$ cat config.mk
export PLATFORM = sky130hd
export DESIGN_NAME = irq_ctrl
export DESIGN_NICKNAME = d
export VERILOG_FILES = /design/src/rtl/irq_ctrl.sv
export SDC_FILE = /design/constraint.sdc
export NUM_CORES = 1
export LEC_CHECK = 0
export CAP_MARGIN = 5
export CORE_AREA = 3 3 46 80
export DETAILED_ROUTE_END_ITERATION = 7
export DIE_AREA = 0 0 49 83
export PLACE_DENSITY = 0.82
export SYNTH_ARGS = -nofsm -noshare
export SYNTH_HDL_FRONTEND = slang
export SYNTH_SLANG_ARGS = --single-unit
$ cat constraint.sdc
create_clock -name clk -period 2.35 [get_ports clk]
set_input_delay 0.235 -clock clk [delete_from_list [all_inputs] [get_ports clk]]
set_output_delay 0.235 -clock clk [all_outputs]
set_load 0.01 [all_outputs]
$ cat src/rtl/irq_ctrl.sv
// Machine-level interrupt controller: samples CLINT timer/software and one external line,
// gates with mie/mstatus.MIE and holds a frozen-cause request until ack/mret. Option: IRQ_CTRL_EXT_SYNC_EN.
module irq_ctrl #(
    parameter int XLEN = 32
) (
    input  logic            clk,
    input  logic            arst,
    input  logic            i_timer_int_call,
    input  logic            i_software_int_call,
    input  logic            i_external_int_call,
    input  logic [XLEN-1:0] i_mie,
    input  logic            i_mstatus_mie,
    input  logic            i_ack,
    input  logic            i_mret,
    output logic            o_irq,
    output logic [XLEN-1:0] o_cause,
    output logic [XLEN-1:0] o_mip,
    output logic            o_in_service
);

    typedef enum logic [1:0] {
        IDLE    = 2'd0,
        REQ     = 2'd1,
        SERVICE = 2'd2
    } state_t;

    state_t          r_state;
    logic [XLEN-1:0] r_mip;
    logic [XLEN-1:0] r_cause;
    logic            r_irq;
    logic            r_in_service;

    logic            w_ext;
    logic [XLEN-1:0] w_mip_next;
    logic [XLEN-1:0] w_en;
    logic            w_fire;
    logic [3:0]      w_code;
    logic [XLEN-1:0] w_cause;

`ifdef IRQ_CTRL_EXT_SYNC_EN
    // External line may be asynchronous to clk: two-flop synchronizer ahead of mip.
    logic [1:0] r_ext_sync;

    always_ff @(posedge clk or negedge arst) begin
        if (!arst) begin
            r_ext_sync <= 2'b00;
        end else begin
            r_ext_sync <= {r_ext_sync[0], i_external_int_call};
        end
    end

    assign w_ext = r_ext_sync[1];
`else
    assign w_ext = i_external_int_call;
`endif

    always_comb begin
        w_mip_next     = '0;
        w_mip_next[3]  = i_software_int_call;
        w_mip_next[7]  = i_timer_int_call;
        w_mip_next[11] = w_ext;
    end

    always_ff @(posedge clk or negedge arst) begin
        if (!arst) begin
            r_mip <= '0;
        end else begin
            r_mip <= w_mip_next;
        end
    end

    // r_mip only ever has bits 3/7/11 set, so the full AND yields just those enables.
    assign w_en   = r_mip & i_mie;
    assign w_fire = i_mstatus_mie & (|w_en);

    always_comb begin
        if (w_en[11]) begin
            w_code = 4'd11;
        end else if (w_en[3]) begin
            w_code = 4'd3;
        end else begin
            w_code = 4'd7;
        end
    end

    assign w_cause = {1'b1, {(XLEN-5){1'b0}}, w_code};

    always_ff @(posedge clk or negedge arst) begin
        if (!arst) begin
            r_state      <= IDLE;
            r_irq        <= 1'b0;
            r_cause      <= '0;
            r_in_service <= 1'b0;
        end else begin
            case (r_state)
                IDLE: begin
                    if (w_fire) begin
                        r_cause <= w_cause;
                        r_irq   <= 1'b1;
                        r_state <= REQ;
                    end
                end
                REQ: begin
                    // Request is held with its cause frozen; only ack moves it on.
                    if (i_ack) begin
                        r_irq        <= 1'b0;
                        r_in_service <= 1'b1;
                        r_state      <= SERVICE;
                    end
                end
                SERVICE: begin
                    if (i_mret) begin
                        r_in_service <= 1'b0;
                        r_state      <= IDLE;
                    end
                end
                default: begin
                    r_irq        <= 1'b0;
                    r_in_service <= 1'b0;
                    r_state      <= IDLE;
                end
            endcase
        end
    end

    assign o_irq        = r_irq;
    assign o_cause      = r_cause;
    assign o_mip        = r_mip;
    assign o_in_service = r_in_service;

endmodule

# Yosys cells after proc, flatten, opt, wreduce, memory -nomap -nowiden
# Cells that the tools add are included.
totals:
  regBits: 12
classes:
  n_eq_ne: 5
  n_mux: 12
  bitwise: 4
  n_reduce_logical: 6
ops:
  columns: ["op", "count"]
  rows:
  - ["$and A12 B32 Y32", 1]
  - ["$reduce_or A32 Y1", 1]
  - ["$reduce_and A3 Y1", 3]
  - ["$mux W2", 3]
  - ["$ne A2 B2 Y1 const B", 3]
  - ["$pmux W1 S3", 2]
  - ["$pmux W2 S3", 1]
  - ["$mux W1", 4]
  - ["$mux W4", 1]
  - ["$mux W3", 1]
  - ["$eq A2 B1 Y1 const B", 1]
  - ["$eq A2 B2 Y1 const B", 1]
  - ["$logic_not A2 Y1", 1]
  - ["$not A1 Y1", 2]
  - ["$reduce_and A2 Y1", 1]
  - ["$and A1 B1 Y1", 1]

# Longest topological paths before layout
logic_depth:
  depth_word: 5
  mapped_depth: 3

# Least setup slack after synthesis
# OpenSTA, ideal clock, no wires.
synth_path:
  kind: "reg-to-reg"
  start: "reg r_state[0]"
  end: "reg r_cause[2] (netlist: o_cause[2])"
  arrival_time_ps: 1060
  required_ps: 2231
  path_slack_ps: 1170
  path_stages_with_launch: 3
  n_path_buf: 0
  synth_period_minus_slack_ps: 1180
  path_cell_list: "dfrtp_1 or3b_4 o22a_2"
synth_via:
  elab_chain_len: 2
synth_lines:
  columns: ["item", "line", "text"]
  rows:
  - ["start, declared", "27", "state_t r_state;"]
  - ["start signal, assigned", "90", "r_state <= IDLE;"]
  - ["start signal, assigned", "100", "r_state <= REQ;"]
  - ["start signal, assigned", "108", "r_state <= SERVICE;"]
  - ["$logic_not A2 Y1", "95", "case (r_state)"]
  - ["$reduce_and A2 Y1 (no line)", null, null]
  - ["end signal, assigned", "98", "r_cause <= w_cause;"]
  - ["end, declared", "29", "logic [XLEN-1:0] r_cause;"]
# Every way passes these cells.
# A chain may end at the register's enable or synchronous reset.

# Final worst setup path
layout_path:
  start: "reg r_cause[1] (netlist: o_cause[1])"
  end: "out o_cause[1]"
layout_lines:
  columns: ["item", "line", "text"]
  rows:
  - ["end, declared", "16", "output logic [XLEN-1:0] o_cause,"]
# No word-level cell between the ends.

==> impl_metrics.tcl <==
set metrics [dict create \
    status "completed" \
    die-area_sq_mm 0.00407 \
    root_buffer "clkbuf_8" \
    portBuffers 20 \
    synth_ff_type "dfrtp_1" \
    yosys-top-cells-area "buf_4, dfrtp_1, o21ai_0" \
    max_stage_delay_ps 550 \
    regArea_sq_um 250 \
    rsz0062_at_grt "false" \
    cts_buffers 3 \
    final_hold_viol_count 0 \
    max-cap-violations 0 \
    endpoint_kind "output pin" \
    num_io_pins 106 \
    tns_ps 0 \
    synth.cell_area_sq_um 825 \
    synth-edff-count 0 \
    dr.first_iter.drc_count 2 \
    fmax_mhz 723 \
    reg2reg_slack_ps 1070 \
    drive_gt1_share_pct 7.21 \
    ys_types 15 \
    cp_num_buf_inv 1 \
    r2r_cells 3 \
    hold_buffers 0 \
    seq_area_frac_synth_pct 30.3 \
    setup_viol 0 \
    grt_max_degree 11 \
    finClkSkew_ps 1.23 \
    via_count 493 \
    route.detailed.drc 0 \
    synth_largest_area_cell "buf_4" \
    ir_drop_mv 0.148 \
    final_util_pct 28.4 \
    grt.overflow.total 0 \
    async_reset_ff_share_pct 100 \
    htreeDepth 1 \
    routedWlPerCell_um 7.99 \
    rr_startpoint "r_state[0]" \
    cts_setup_buffers 0 \
    antenna_found_initial 0 \
    final_antenna_net_count 0 \
    dp.final_hpwl_mm 1.10 \
    grt_pass1_wl_mm 1.77 \
    ctsResizeCount 0 \
    power.total_uw 634 \
    fin_cells 154 \
    power_density_mw_per_mm2 711 \
    synthMostInstantiatedCell "buf_4" \
    placed_cells 151 \
    timing.final.crit_share_pct 58.9 \
    first_global_vias 411 \
    synthTopCellsByCount "buf_4, dfrtp_1, o21ai_0" \
    synth_top_area_share_pct 52.8 \
    critPathSlowestCell "clkdlybuf4s50_1" \
    multi_input_area_sq_um 345 \
    critPathTopFamily "buffers and inverters" \
    clock_latency_ps 230 \
    worstSetupStartpoint "o_cause[1]" \
    clock-sinks 10 \
    holdCritPathClass "primary input to asynchronous set/reset pin" \
    n_fill_cell 340 \
    gp_congestion 0.631 \
    vias_per_cell 3.20 \
    rows 27 \
    total_leakage_power_uw 0.000449 \
    grt_use_total_pct 5.73 \
    nets 153 \
    die_y_um 83 \
    timing.rr.end "o_cause[3]" \
    core_area_sq_mm 0.00314 \
    period_minus_slack_ps 1380 \
    totalWireLength_mm 1.23 \
    arrival_ps 1150 \
    cts_buffer_depth 2 \
    synth_area_per_cell_sq_um 9.06 \
    critPathMaxFanout 4 \
    criticalPathCategory "flop to output pin" \
    critPathCapture "o_cause[1]" \
    crit_chain "clkdlybuf4s50_1" \
    cp.depth 1 \
    die_x_um 49 \
    yosys_warnings 0 \
    synth_cells 91 \
    syn_to_final_growth_pct 8.04 \
    initial_core_util_pct 26.2 \
    ys_ff_latch 10 \
    critPathRequiredTime_ps 2120 \
    cts_tree "yes" \
    antenna_cells 0 \
    start_kind "flop" \
    path_clk_slew_ps 40 \
    drt_pre_antenna_iters 3 \
    maxSlewViolCount 0 \
]
routing by layer:
metal / track usage (%) / vias up / share of wire (%)
li1: - / 216 / -
met4: 3.89 / 0 / 0.89
met2: 11.3 / 56 / 53
met1: 4.23 / 219 / 27
met5: 0 / - / 0
met3: 2.15 / 2 / 19
logic make-up after synthesis:
family | count (synthesis) | share of synthesized area [%]
AO/OA/AOI/OAI | 12 | 9.86
buffers and inverters | 58 | 52.8
flip-flops | 10 | 30.3
other | 1 | 0.455
AND/OR/NAND/NOR | 10 | 6.53
stage by stage:
stage | instance area (sq um) | hold slack (ps) | setup slack (ps)
2_1_floorplan | 1030 | -60.6 | 1170
3_3_place_gp | 850 | 470 | 880
3_5_place_dp | 850 | 477 | 866
4_1_cts | 891 | 353 | 937
5_1_grt | 891 | 392 | 911
6_report | 891 | 340 | 966
power breakdown:
group          switching, uW  internal, uW
combinational            106           109
clock                   57.2           111
sequential              34.1           216
worst min-delay path by stage:
stage / end / slack [ps] / depth (start not counted)
after floorplan: o_cause[1] / -60 / 0
after global placement: o_irq / 470 / 1
after detailed placement: o_irq / 480 / 1
after CTS: o_in_service / 350 / 1
after global routing: o_in_service / 390 / 1
final: o_in_service / 340 / 1
sequential cells by signal, summed over array words and instances, names as in the netlist:
signal	flops
o_cause	3
o_mip	3
r_state	2
o_in_service	1
o_irq	1
placed cells by master, fill, tap and decap left out:
master	n
conb_1	56
clkdlybuf4s50_1	20
dfrtp_1	10
o21ai_0	5
nand2_1	3
nor2_1	3
clkbuf_8	3
a22oi_1	2
a21o_2	2
or3b_4	1
a21oi_2	1
or2_1	1
nand2b_1	1
nand3b_1	1
a21oi_1	1
o22a_2	1
final cells by class:
type	count	area share [%]
Sequential cell	10	28.1
Timing Repair Buffer	20	22.5
Tap cell	43	6.04
Clock buffer	3	4.63
Multi-Input combinational cell	78	38.8
Power figures use the tool's default switching activity.
